`src/rtl/hazard_pkg.sv`:
```
// Shared types and helpers for the hazard controller: forwarding-select encoding
// and the destination/source match used by every hazard and bypass check.
package hazard_pkg;

  typedef enum logic [1:0] {
    FWD_NONE = 2'b00,
    FWD_MEM  = 2'b01,
    FWD_WB   = 2'b10,
    FWD_LC   = 2'b11
  } fwd_sel_e;

  // Wide enough for any practical register-file index; callers zero-extend.
  localparam int REG_AW = 8;

  // x0 is hardwired zero, so it never produces a dependency.
  function automatic logic reg_hit(input logic [REG_AW-1:0] rd, input logic [REG_AW-1:0] rs);
    return (rd != '0) && (rd == rs);
  endfunction

endpackage

```
`src/rtl/reg_scoreboard.sv`:
```
// Pending-write scoreboard for variable-latency long ops: one busy bit per
// architectural register plus a saturating count of ops still in flight.
module reg_scoreboard
  import hazard_pkg::*;
#(
  parameter int NUM_REGS = 32,
  parameter int MAX_OUT  = 4,
  localparam int RAW     = $clog2(NUM_REGS),
  localparam int OW      = $clog2(MAX_OUT + 1)
) (
  input  logic                clk,
  input  logic                rst_n,
  input  logic                set_en,
  input  logic [RAW-1:0]      set_rd,
  input  logic                clr_en,
  input  logic [RAW-1:0]      clr_rd,
  output logic [NUM_REGS-1:0] busy,
  output logic [OW-1:0]       outstanding
);

  logic [NUM_REGS-1:0] busy_nxt;
  logic [OW-1:0]       cnt_nxt;

  // Clear first so a same-register issue in the same cycle leaves the bit set.
  always_comb begin
    busy_nxt = busy;
    if (clr_en && (clr_rd != '0)) busy_nxt[clr_rd] = 1'b0;
    if (set_en && (set_rd != '0)) busy_nxt[set_rd] = 1'b1;
  end

  always_comb begin
    cnt_nxt = outstanding;
    case ({set_en, clr_en})
      2'b10:   cnt_nxt = (outstanding == OW'(MAX_OUT)) ? outstanding : outstanding + 1'b1;
      2'b01:   cnt_nxt = (outstanding == '0) ? outstanding : outstanding - 1'b1;
      default: cnt_nxt = outstanding;
    endcase
  end

  always_ff @(posedge clk) begin
    if (!rst_n) begin
      busy        <= '0;
      outstanding <= '0;
    end else begin
      busy        <= busy_nxt;
      outstanding <= cnt_nxt;
    end
  end

  a_issue_overflow: assert property (@(posedge clk) disable iff (!rst_n)
    !(set_en && !clr_en && (outstanding == OW'(MAX_OUT))));

  a_done_underflow: assert property (@(posedge clk) disable iff (!rst_n)
    !(clr_en && !set_en && (outstanding == '0)));

endmodule

```
`src/rtl/hazard_scoreboard_unit.sv`:
```
// Hazard controller for the 5-stage RV32 core: load-use, scoreboard RAW/WAW,
// long-op structural and WB-read stalls, branch flushes, EX bypass and stall counter.
module hazard_scoreboard_unit
  import hazard_pkg::*;
#(
  parameter int NUM_REGS = 32,
  parameter int MAX_OUT  = 4,
  parameter int CNT_W    = 32,
  localparam int RAW     = $clog2(NUM_REGS),
  localparam int OW      = $clog2(MAX_OUT + 1)
) (
  input  logic                clk,
  input  logic                rst_n,
  input  logic [RAW-1:0]      d_rs1,
  input  logic [RAW-1:0]      d_rs2,
  input  logic [RAW-1:0]      d_rd,
  input  logic                d_regwren,
  input  logic                d_long,
  input  logic [RAW-1:0]      e_rs1,
  input  logic [RAW-1:0]      e_rs2,
  input  logic [RAW-1:0]      e_rd,
  input  logic                e_memren,
  input  logic                e_long_issue,
  input  logic                e_br_taken,
  input  logic [RAW-1:0]      m_rd,
  input  logic                m_regwren,
  input  logic [RAW-1:0]      w_rd,
  input  logic                w_regwren,
  input  logic                lc_done,
  input  logic [RAW-1:0]      lc_rd,
  input  logic                mem_wait,
  output logic                stall_if,
  output logic                ifid_wren,
  output logic                ifid_flush,
  output logic                idex_flush,
  output logic                pipe_freeze,
  output logic [1:0]          rs1_sel,
  output logic [1:0]          rs2_sel,
  output logic [NUM_REGS-1:0] sb_busy,
  output logic [OW-1:0]       outstanding,
  output logic [CNT_W-1:0]    perf_stall_cnt
);

  logic load_use, raw_sb, waw_sb, struct_hz, wb_read, hz;

  function automatic logic hit(input logic [RAW-1:0] rd, input logic [RAW-1:0] rs);
    return reg_hit(REG_AW'(rd), REG_AW'(rs));
  endfunction

  function automatic fwd_sel_e fwd_pick(input logic [RAW-1:0] rs);
    if (m_regwren && hit(m_rd, rs))      return FWD_MEM;
    else if (w_regwren && hit(w_rd, rs)) return FWD_WB;
    else if (lc_done && hit(lc_rd, rs))  return FWD_LC;
    else                                 return FWD_NONE;
  endfunction

  reg_scoreboard #(
    .NUM_REGS (NUM_REGS),
    .MAX_OUT  (MAX_OUT)
  ) u_sb (
    .clk         (clk),
    .rst_n       (rst_n),
    .set_en      (e_long_issue),
    .set_rd      (e_rd),
    .clr_en      (lc_done),
    .clr_rd      (lc_rd),
    .busy        (sb_busy),
    .outstanding (outstanding)
  );

  // A register completing this cycle is not a hazard: the completion bypass supplies it.
  always_comb begin
    load_use  = e_memren && (hit(e_rd, d_rs1) || hit(e_rd, d_rs2));
    raw_sb    = (sb_busy[d_rs1] && !(lc_done && hit(lc_rd, d_rs1))) ||
                (sb_busy[d_rs2] && !(lc_done && hit(lc_rd, d_rs2)));
    waw_sb    = d_regwren && sb_busy[d_rd] && !(lc_done && hit(lc_rd, d_rd));
    struct_hz = d_long && (outstanding == OW'(MAX_OUT)) && !lc_done;
    wb_read   = w_regwren && (hit(w_rd, d_rs1) || hit(w_rd, d_rs2));
    hz        = load_use || raw_sb || waw_sb || struct_hz || wb_read;
  end

  always_comb begin
    stall_if    = hz || mem_wait;
    ifid_wren   = !stall_if;
    ifid_flush  = e_br_taken && !mem_wait;
    idex_flush  = (e_br_taken || hz) && !mem_wait;
    pipe_freeze = mem_wait;
    rs1_sel     = fwd_pick(e_rs1);
    rs2_sel     = fwd_pick(e_rs2);
  end

  always_ff @(posedge clk) begin
    if (!rst_n) begin
      perf_stall_cnt <= '0;
    end else if (stall_if && (perf_stall_cnt != '1)) begin
      perf_stall_cnt <= perf_stall_cnt + 1'b1;
    end
  end

  a_no_issue_in_wait: assert property (@(posedge clk) disable iff (!rst_n)
    mem_wait |-> !e_long_issue);

endmodule
```
`config.mk`:
```
export PLATFORM = sky130hd
export DESIGN_NAME = hazard_scoreboard_unit
export DESIGN_NICKNAME = d
export VERILOG_FILES = /design/src/rtl/hazard_pkg.sv /design/src/rtl/reg_scoreboard.sv /design/src/rtl/hazard_scoreboard_unit.sv
export SDC_FILE = /design/constraint.sdc
export NUM_CORES = 1
export LEC_CHECK = 0
export BUFFER_PORTS_ARGS = -buffer_cell sky130_fd_sc_hd__buf_2
export CAP_MARGIN = 30
export CORE_MARGIN = 2
export CORE_UTILIZATION = 45
export DETAILED_ROUTE_END_ITERATION = 12
export GPL_ROUTABILITY_DRIVEN = 0
export PLACE_DENSITY_LB_ADDON = 0.2
export SYNTH_ARGS = -nofsm -noshare
export SYNTH_HDL_FRONTEND = slang
export SYNTH_HIERARCHICAL = 1
export SYNTH_SLANG_ARGS = --single-unit
```
`constraint.sdc`:
```
create_clock -name clk -period 2.7 [get_ports clk]
set_input_delay 0.135 -clock clk [delete_from_list [all_inputs] [get_ports clk]]
set_output_delay 0.135 -clock clk [all_outputs]
set_load 0.02 [all_outputs]
```
==> reports/qor.yml, run 1 <==
outcome: "finished with violations"
violations: "negative setup slack"
hp-class: "input port to flip-flop"
synthTopCellsByCount: "nand2_1, dfxtp_1, a21oi_1"
synth_most_common_cell: "nand2_1"
ys_types: 62
path_max_fanout: 14
yosysTopAreaCell: "dfxtp_1"
dieHeight_um: 110.0
ys.flop_type: "dfxtp_1"
via_per_inst: 6.027
r2r_setup_slack_ps: -6
globalRouteOverflowTotal: 0
dieWidth_um: 110.0
drt-total-wl_um: 16460
synthTopCellsByArea: "dfxtp_1, mux4_2, xnor2_1"
grt_first_pass_wirelength_um: 25470
path_clk_slew_ps: 70
vdd_ir_drop_max_uv: 274.8
setup_viol: 1
route.detailed.drc: 0
cts_buffer_depth: 2
power_leakage_nw: 2.553
yosys_register_bits: 67
worstPathArrival_ps: 2990
path_delay_family: "simple AND/OR/NAND/NOR gates"
rows: 38
synth_edf_count: 0
initial_core_util_pct: 46.40
period_needed_ps: 2706
cts_tree: "done"
syn-mean-instance-area_sq_um: 8.365
finalHoldViolCount: 0
critical_path_buf_inv_count: 1
ant_nets: 0
drt-initial-drc-count: 655
numCtsBuffers: 9
place_ws_ps: -19.17
max_slew_margin_pct: 32.22
die_area_sq_um: 12090
synthesis.nets: 662
nets: 805
setup_ws_ps: -5.683
antenna_cells: 0
slowest_stage: "mux4_2"
fin_crit_sh_pct: 100.2
wire_per_inst_um: 18.47
critical_path_class: "flip-flop to flip-flop"
yosysSeqAreaShare_pct: 26.55
fp.coreArea_sq_um: 10890
p_total_w: 0.002551
syn_area_sq_um: 5052
numPortBuffers: 131
grt_usage_pct: 27.40
synth_top_area_share_pct: 26.55
synth_async_sr_flop_share_pct: 0
htree_levels: 3
first_global_vias: 4934
dp_hpwl_um: 11890
vias: 5370
grt_max_degree: 41
end_kind: "flip-flop"
final_cell_area_sq_um: 6412
rsz0062_at_grt: "yes"
cellPowerDensity_nw_per_um2: 397.8
drtPass1Iterations: 8
placed_cell_area_sq_um: 5943
clockRootBuffer: "clkbuf_8"
critPathLaunchType: "flip-flop"
finClkSkew_ps: 11.01
multi_input_area_sq_um: 3523
drv_cap: 0
cp_cell_sequence: "mux2i_1, mux4_2, nand3_2, o311ai_4, a311o_1, and3_4, bufbuf_16, or4_1, a21oi_1"
insertion_delay_ps: 360
antenna_found_initial: 0
fmax_mhz: 369.6
yosysWarnings: 6
worstMarginPinSlew_ps: 1016
synth_cells: 604
crit_required_ps: 2980
drive_above_1_share_pct: 33.42
pin_count: 132
slew_viol_final: 0
cp_slowest_stage_delay_ps: 520
fill_cells: 975
cts_sinks: 67
regArea_sq_um: 1368
synthToLayoutAreaGrowth_pct: 26.92
## placed cells by master, fill, tap and decap left out, types with 9 or more instances in the layout
cell type  count
nand4_1       11
mux4_2        16
o31ai_1        9
nor2_1        17
a21oi_1       42
clkbuf_8      10
nand2_1       68
buf_4         45
nand3_1       26
mux2i_1       32
nor3_1         9
xnor2_1       39
inv_1          9
or4_1         11
xor2_1        30
nand2b_1      20
buf_2        129
dfxtp_1       54
dfxtp_2        9
o21ai_0       41
## metal layers
| metal | routed length, um | GRT usage (%) | vias up |
|---|---|---|---|
| met5 | 0 | 0 | - |
| met3 | 1524 | 6.639 | 40 |
| met4 | 423 | 11.21 | 0 |
| met1 | 7093 | 37.70 | 2528 |
| li1 | - | - | 2506 |
| met2 | 7415 | 40.97 | 296 |
## final cells by class
type	count	share of cell area, %
clock inverters	5	1.210
well taps	140	2.732
multi-input cells	480	54.95
flip-flops and latches	67	21.33
clock buffers	10	2.146
repair buffers	179	17.01
inverters	10	0.6244
## per-stage QoR
step	TNS (ps)	util, %	hold WS, ps	cells
floorplan	0	-	262.3	604
global placement	0	54.59	461.7	866
detailed placement	-21.32	54.59	469.1	866
CTS	0	58.15	242.8	890
global route	-430.5	58.89	291.7	891
finish	-5.683	58.89	275.0	891
## logic make-up (layout without fill, tap and decap cells)
family | Yosys count | in the layout | synth area share, %
muxes | 52 | 52 | 14.96
AOI/OAI and AO/OA | 132 | 132 | 16.10
xor gates and xnor gates | 69 | 69 | 11.96
buffers and inverters | 57 | 204 | 5.547
adders and majority gates | 2 | 2 | 0.6439
and+or+nand+nor | 225 | 225 | 24.25
DFF | 67 | 67 | 26.55
## power breakdown
part | switching [W] | leakage (nW) | internal, W | total [W]
sequential | 0.0000245 | 0.549 | 0.00101 | 0.00103
clock | 0.000386 | 0.108 | 0.000536 | 0.000922
combinational | 0.000344 | 1.90 | 0.000253 | 0.000598
## sequential cells by signal (all words and copies together), names as in the netlist
name	flops
perf_stall_cnt	32
u_sb/busy	32
u_sb/outstanding	3
## worst reg2reg max path, stage by stage (launching register included)
cell and delay [ps]:
dfxtp_2 360, mux2i_1 80, mux4_2 530, nand3_2 100, o311ai_4 100, a311o_1 300
and3_4 200, bufbuf_16 290, or4_1 500, a21oi_1 170
## repair_timing
action / CTS / global route
buffers inserted: 7 / 1
endpoints found under the setup margin: 3 / 18
hold buffers: 0 / 0
gates cloned: 2 / 0
hold endpoints to repair: 0 / 0
gates resized for setup: 24 / 19
pin swaps: 5 / 9
## worst paths after layout
check                  endpoint  cells past startpoint                from
min                u_sb/busy[2]                      4             e_rd[3]
max          perf_stall_cnt[14]                      9       u_sb/busy[29]
min reg2reg  perf_stall_cnt[23]                      2  perf_stall_cnt[23]
max reg2reg  perf_stall_cnt[14]                      9       u_sb/busy[29]
(Power assumes the default switching activity.)
==> run 2: changes to the inputs <==
Settings changed: ABC_AREA from default to 1, CORE_UTILIZATION 45 to 55, SETUP_SLACK_MARGIN from default to 0.3.
==> run 2 against run 1 <==
The flow now finishes without violations. Register-to-register slack improved by 540 ps. Combinational power fell by 4.2%. Fmax grew 20%. Routed wire length up 6.5%. Sequential share of layout area decreased by 0.25 points. Cell count rose by 33%. Clock power fell by 3.4%. Final area decreased by 0.74%. Largest power group unchanged. Highest routed layer unchanged.
==> reports/qor.yml, run 2 <==
synth_async_sr_flop_share_pct: 0  # unchanged
ys_types: 40  # was 62
yosys_register_bits: 67  # unchanged
drt-initial-drc-count: 662  # was 655
dieWidth_um: 104.2  # was 110.0 um
vias: 6714  # was 5,370
drt-total-wl_um: 17520  # was 16,460 um
synth_edf_count: 0  # unchanged
path_delay_family: "simple AND/OR/NAND/NOR gates"  # unchanged
worstPathArrival_ps: 2120  # was 2990 ps
initial_core_util_pct: 56.50  # was 46.40%
die_area_sq_um: 10860  # was 12,090 sq um
synth_cells: 944  # was 604
fp.coreArea_sq_um: 9774  # was 10,890 sq um
fill_cells: 994  # was 975
path_max_fanout: 32  # was 14
vdd_ir_drop_max_uv: 379.1  # was 274.8 uV
post_cts_buffers: 0  # was 7
min_from: "e_long_issue"  # was e_rd[3]
final_common_cell: "nand2_1"  # was buf_2
fin_crit_sh_pct: 83.45  # was 100.2%
yosysSeqAreaShare_pct: 24.29  # was 26.55%
pwr-share-comb_pct: 23.0  # was 23.4%
finalHoldViolCount: 0  # unchanged
placed_cell_area_sq_um: 6111  # was 5943 sq um
grt_max_degree: 65  # was 41
drive_above_1_share_pct: 17.42  # was 33.42%
yosysTopAreaCell: "dfxtp_1"  # unchanged
ant_nets: 0  # unchanged
r2r_cells: 12  # was 9
r2r_setup_slack_ps: 530  # was -6 ps
power_leakage_nw: 3.287  # was 2.553 nW
dp_hpwl_um: 12820  # was 11,890 um
synth_compound_area_share_pct: 13.96  # was 16.10%
syn_area_sq_um: 5523  # was 5052 sq um
met2_usage_pct: 52.26  # was 40.97%
fmax_mhz: 443.8  # was 369.6 MHz
nets: 1109  # was 805
synthTopCellsByCount: "nand2_1, nand3_1, inv_1"  # was nand2_1, dfxtp_1, a21oi_1
max_slew_margin_pct: 34.03  # was 32.22%
layout_common_cells: "nand2_1, nand3_1, buf_2"  # was buf_2, nand2_1, dfxtp_1
synth_most_common_cell: "nand2_1"  # unchanged
top_usage_layer: "met2"  # unchanged
syn-mean-instance-area_sq_um: 5.850  # was 8.365 sq um
outcome: "completed"  # was finished with violations
slowest_stage: "dfxtp_1"  # was mux4_2
clockRootBuffer: "clkbuf_8"  # unchanged
critical_path_buf_inv_count: 3  # was 1
cts_buffer_depth: 2  # unchanged
finClkSkew_ps: 10.50  # was 11.01 ps
hold_depth: 3  # was 4
wire_per_inst_um: 14.74  # was 18.47 um
globalRouteOverflowTotal: 0  # unchanged
cp_cell_sequence: "inv_1, nand2_1, nand3_1, nand3_1, nand3_1, nand3_1, nand3_1, nand2_1, nor2_4, nand2_8, inv_1, buf_2"  # was mux2i_1, mux4_2, nand3_2, o311ai_4, a311o_1, and3_4, bufbuf_16, or4_1, a21oi_1
rows: 36  # was 38
drv_cap: 0  # unchanged
r2r_end: "perf_stall_cnt[19]"  # was perf_stall_cnt[14]
numCtsBuffers: 9  # unchanged
place_ws_ps: 415.7  # was -19.17 ps
grt_util_met3_pct: 4.073  # was 6.639%
path_clk_slew_ps: 70  # about the same
antenna_cells: 0  # unchanged
setup_viol: 0  # was 1
critical_path_class: "flip-flop to output port"  # was flip-flop to flip-flop
cts_tree: "done"  # unchanged
slew_viol_final: 0  # unchanged
end_kind: "output port"  # was flip-flop
hp-class: "input port to flip-flop"  # unchanged
route.detailed.drc: 0  # unchanged
yosys-mux-area-fraction_pct: 0  # was 14.96%
tns_ps: 0  # was -5.683 ps
grt_first_pass_wirelength_um: 28060  # was 25,470 um
cp_slowest_stage_delay_ps: 330  # was 520 ps
grt_usage_pct: 30.96  # was 27.40%
synthTopCellsByArea: "dfxtp_1, nand2_1, nand3_1"  # was dfxtp_1, mux4_2, xnor2_1
critPathLaunchType: "flip-flop"  # unchanged
numPortBuffers: 131  # unchanged
postCtsHoldBufs: 0  # unchanged
power.internal_w: 0.001672  # was 0.001796 W
drtPass1Iterations: 5  # was 8
power.share.switching_pct: 32.80  # was 29.59%
crit_top_cell: "nand3_1"
worstReg2RegStart: "perf_stall_cnt[0]"  # was u_sb/busy[29]
ys.flop_type: "dfxtp_1"  # unchanged
synthesis.nets: 1002  # was 662
synth_top_area_share_pct: 24.29  # was 26.55%
dieHeight_um: 104.2  # was 110.0 um
rsz0062_at_grt: "yes"  # unchanged
antenna_found_initial: 0  # unchanged
hold_end: "u_sb/busy[1]"  # was u_sb/busy[2]
final_cell_area_sq_um: 6365  # was 6412 sq um
yosysWarnings: 6  # unchanged
worstMarginPinSlew_ps: 988.5  # was 1016 ps
grt.met1_usage_pct: 39.75  # was 37.70%
period_needed_ps: 2253  # was 2706 ps
p_seq_share_pct: 41.2  # was 40.4%
cellPowerDensity_nw_per_um2: 390.9  # was 397.8 nW/um^2
insertion_delay_ps: 350  # was 360 ps
crit_required_ps: 2570  # was 2980 ps
htree_levels: 3  # unchanged
synth_top_family_by_area: "simple AND/OR/NAND/NOR gates"  # unchanged
synth_xor_area_share_pct: 5.392  # was 11.96%
p_total_w: 0.002488  # was 0.002551 W
pin_count: 132  # unchanged
power.share.clock_pct: 35.8  # was 36.2%
synthToLayoutAreaGrowth_pct: 15.25  # was 26.92%
synth_fa_ha_area_share_pct: 0.5890  # was 0.6439%
reg_top3: "perf_stall_cnt (32), u_sb/busy (32), u_sb/outstanding (3)"  # unchanged
setup_ws_ps: 446.7  # was -5.683 ps
post_synth_and_or_nand_nor_area_fraction_pct: 41.89  # was 24.24%
p_sw_w: 0.0008161  # was 0.0007547 W
via_per_inst: 5.647  # was 6.027
cts_sinks: 67  # unchanged
first_global_vias: 5932  # was 4,934
## run 2: through the flow
step	utilization, %	hold WS (ps)	cells
after floorplan	-	232.6	944
after global placement	62.52	429.4	1172
after detailed placement	62.52	440.5	1172
after CTS	64.78	140.5	1188
after global routing	65.12	179.5	1189
final	65.12	144.7	1189
## run 2: layout make-up
cell class / count / area [sq um] / share of cell area, %
Clock buffer: 11 / 151.4 / 2.379
Multi-Input combinational cell: 703 / 3456 / 54.30
Clock inverter: 5 / 61.31 / 0.9632
Tap cell: 133 / 166.4 / 2.615
Timing Repair Buffer: 134 / 678.2 / 10.65
Inverter: 136 / 510.5 / 8.020
Sequential cell: 67 / 1341 / 21.07
## run 2: worst min-delay path, stage by stage
cell     delay [ps]
buf_2           160
nand4_1         100
a21oi_1          50
## run 2: how the worst max path moves through the flow
stage                            from                  to  slack, ps  depth (start not counted)
floorplan           perf_stall_cnt[0]  perf_stall_cnt[31]        700                         13
global placement             d_rs1[0]   perf_stall_cnt[6]        470                         15
detailed placement           d_rs1[0]   perf_stall_cnt[6]        420                         15
CTS                     u_sb/busy[19]           ifid_wren        320                         12
global route            u_sb/busy[19]           ifid_wren        250                         12
finish                  u_sb/busy[25]           ifid_wren        450                         12
## run 2: layer usage
metal,part of all wire (%),wire [um],vias to the layer above
met5,0,0,-
met4,2.5,437,0
met3,8.4,1464,42
met2,48,8377,336
met1,41,7242,3036
li1,-,-,3300
## run 2: cell families after synthesis
family	count (synthesis)
DFF	67
adders and majority gates	2
xor gates and xnor gates	34
and+or+nand+nor	528
buffers and inverters	175
AOI/OAI and AO/OA	138
## run 2: what timing repair did
| action | CTS | global route |
|---|---|---|
| gates cloned | 0 | 1 |
| resized for setup | 1 | 4 |
| pin swaps | 0 | 2 |
| setup endpoints to repair | 2 | 18 |
| endpoints found under the hold margin | 0 | 0 |
## run 2: power groups by stage
stage	logic [W]	registers, W	clock network [W]
after CTS	0.000555	0.00102	0.000895
after global routing	0.000635	0.00103	0.000932
final	0.000573	0.00102	0.000891
after floorplan	0.000379	0.00106	0
after detailed placement	0.000550	0.00105	0
after global placement	0.000546	0.00105	0
==> run 3: changes to the inputs <==
Settings changed: CORE_UTILIZATION 55 to 50.
Clock period 2.7 ns to 1.85 ns, I/O delays scaled along.
==> run 3 against run 2 <==
The run now ends with negative setup slack left. Worst setup slack got worse by 910 ps. Total power rose by 66%. Die area rose by 9.6%. Global-route usage rose by 2.7 points. Clock skew rose by 2.8 ps. Final area rose by 27%. Clock power rose by 67%. Largest cell class unchanged.
==> reports/qor.yml, run 3 (synthesis results as in run 2) <==
fill_cells: 850  # was 994
final_common_cell: "nand2_1"  # unchanged
drive_above_1_share_pct: 39.55  # was 17.42%
dp_cells: 1247  # was 1,172
end_kind: "flip-flop"  # was output port
vdd_ir_drop_max_uv: 487.9  # was 379.1 uV
critical_path_buf_inv_count: 3  # unchanged
crit_required_ps: 2100  # was 2570 ps
dieHeight_um: 109.1  # was 104.2 um
max_slew_margin_pct: 35.04  # was 34.03%
rsz0062_at_grt: "yes"  # unchanged
fp.coreArea_sq_um: 10790  # was 9774 sq um
grt_usage_pct: 33.69  # was 30.96%
rows: 38  # was 36
grt_max_degree: 36  # was 65
insertion_delay_ps: 360  # was 350 ps
fin_crit_sh_pct: 124.8
critPathLaunchType: "flip-flop"  # unchanged
cts_tree: "done"  # unchanged
outcome: "finished with violations"  # was completed
nets: 1221  # was 1,109
globalRouteOverflowTotal: 0  # unchanged
cp_slowest_stage_delay_ps: 370  # was 330 ps
finClkSkew_ps: 13.33  # was 10.50 ps
drtPass1Iterations: 7  # was 5
antenna_cells: 0  # unchanged
r2r_cells: 14  # was 12
setup_ws_ps: -458.7  # was 446.7 ps
cp.depth: 14  # was 12
reg_top3: "perf_stall_cnt (32), u_sb/busy (32), u_sb/outstanding (3)"  # unchanged
cp_cell_sequence: "ha_4, nand2_4, nor2_4, nand2_2, nor3_4, nand2_2, buf_6, nor3_4, nand4_1, buf_4, inv_4, nand3_2, nand2_2, nor2_2"  # was inv_1, nand2_1, nand3_1, nand3_1, nand3_1, nand3_1, nand3_1, nand2_1, nor2_4, nand2_8, inv_1, buf_2
drv_cap: 0  # unchanged
fmax_mhz: 433.1
dp_hpwl_um: 13840  # was 12,820 um
via_per_inst: 5.662  # was 5.647
slew_viol_final: 0  # unchanged
cts_buffer_depth: 2  # unchanged
die_area_sq_um: 11900  # was 10,860 sq um
grt_first_pass_wirelength_um: 31760  # was 28,060 um
period_needed_ps: 2309
power.share.clock_pct: 36.3  # was 35.8%
first_global_vias: 6668  # was 5,932
finalHoldViolCount: 0  # unchanged
crit_top_cell: "nand2_2"  # was nand3_1
finalNonFillerCells: 1308  # was 1,189
hp-class: "input port to flip-flop"  # unchanged
ant_nets: 0  # unchanged
path_delay_family: "simple AND/OR/NAND/NOR gates"  # unchanged
synthToLayoutAreaGrowth_pct: 46.67  # was 15.25%
worstMarginPinSlew_ps: 973.4  # was 988.5 ps
power.share.switching_pct: 32.22  # was 32.80%
p_seq_share_pct: 36.2  # was 41.2%
numCtsBuffers: 9  # unchanged
hold_depth: 3  # unchanged
antenna_found_initial: 0  # unchanged
place_ws_ps: -102.1  # was 415.7 ps
worstPathArrival_ps: 2560  # was 2120 ps
layout_common_cells: "nand2_1, buf_2, nand3_1"  # was nand2_1, nand3_1, buf_2
pin_count: 132  # unchanged
htree_levels: 3  # unchanged
clockRootBuffer: "clkbuf_8"  # unchanged
numPortBuffers: 131  # unchanged
initial_core_util_pct: 51.17  # was 56.50%
critical_path_class: "flip-flop to flip-flop"  # was flip-flop to output port
p_total_w: 0.004121  # was 0.002488 W
setup_viol: 35  # was 0
path_clk_slew_ps: 80  # was 70 ps
power.internal_w: 0.002793  # was 0.001672 W
p_sw_w: 0.001328  # was 0.0008161 W
cts_sinks: 67  # unchanged
vias: 7406  # was 6,714
path_max_fanout: 2  # was 32
violations: "negative setup slack"
slowest_stage: "dfxtp_4"  # was dfxtp_1
route.detailed.drc: 0  # unchanged
cellPowerDensity_nw_per_um2: 508.7  # was 390.9 nW/um^2
power_leakage_nw: 4.160  # was 3.287 nW
dieWidth_um: 109.1  # was 104.2 um
pwr-share-comb_pct: 27.5  # was 23.0%
wire_per_inst_um: 16.71  # was 14.74 um
drt-total-wl_um: 21860  # was 17,520 um
tns_ps: -7529  # was 0 ps
drt-initial-drc-count: 760  # was 662
run 3: power groups by stage:
| stage | combinational [W] | sequential (W) | clock [W] |
|---|---|---|---|
| 6_report | 0.00113 | 0.00149 | 0.00149 |
| 5_1_grt | 0.00123 | 0.00150 | 0.00158 |
| 4_1_cts | 0.00104 | 0.00149 | 0.00149 |
| 3_5_place_dp | 0.000912 | 0.00153 | 0 |
| 3_3_place_gp | 0.000904 | 0.00153 | 0 |
| 2_1_floorplan | 0.000557 | 0.00156 | 0 |
run 3: metal layers:
metal / global-route usage, % / routed length, um
met5: 0 / 0
met2: 60.96 / 10880
met3: 4.184 / 1771
met1: 39.45 / 8225
met4: 15.11 / 991
run 3: layout make-up:
class / instances / area [sq um] / share of cell area [%]
multi-input cells: 702 / 3964 / 48.93
repair buffers: 247 / 1798 / 22.20
flip-flops and latches: 67 / 1400 / 17.28
inverters: 136 / 520.5 / 6.426
well taps: 140 / 175.2 / 2.162
clock buffers: 10 / 148.9 / 1.838
clock inverters: 6 / 93.84 / 1.158
run 3: worst paths after layout:
check                                          end         startpoint  slack (ps)
worst min-delay path                  u_sb/busy[3]       e_long_issue         100
worst max-delay path            perf_stall_cnt[22]  perf_stall_cnt[0]        -460
worst max register to register  perf_stall_cnt[22]  perf_stall_cnt[0]        -460
worst min register to register       u_sb/busy[31]      u_sb/busy[31]         500
run 3: what timing repair did:
| item | in CTS | in global routing |
|---|---|---|
| hold buffers | 1 | 0 |
| buffers inserted | 31 | 6 |
| pin swaps | 29 | 48 |
| hold endpoints to repair | 1 | 0 |
| gates resized for setup | 107 | 93 |
| setup endpoints to repair | 35 | 39 |
| gates cloned | 5 | 2 |
run 3: metrics by stage:
stage,cell area [sq um],hold WS [ps],utilization (%)
global placement,6748,355.0,62.52
global route,8100,121.3,75.05
floorplan,5603,190.1,-
CTS,7660,95.28,70.97
finish,8100,95.51,75.05
detailed placement,6748,355.2,62.52
run 3: tightest hold or removal path: cells and delay by family:
family / cells / cell delay [ps]
buffers and inverters: 1 / 160
AND/OR/NAND/NOR: 1 / 100
AO/OA/AOI/OAI: 1 / 50
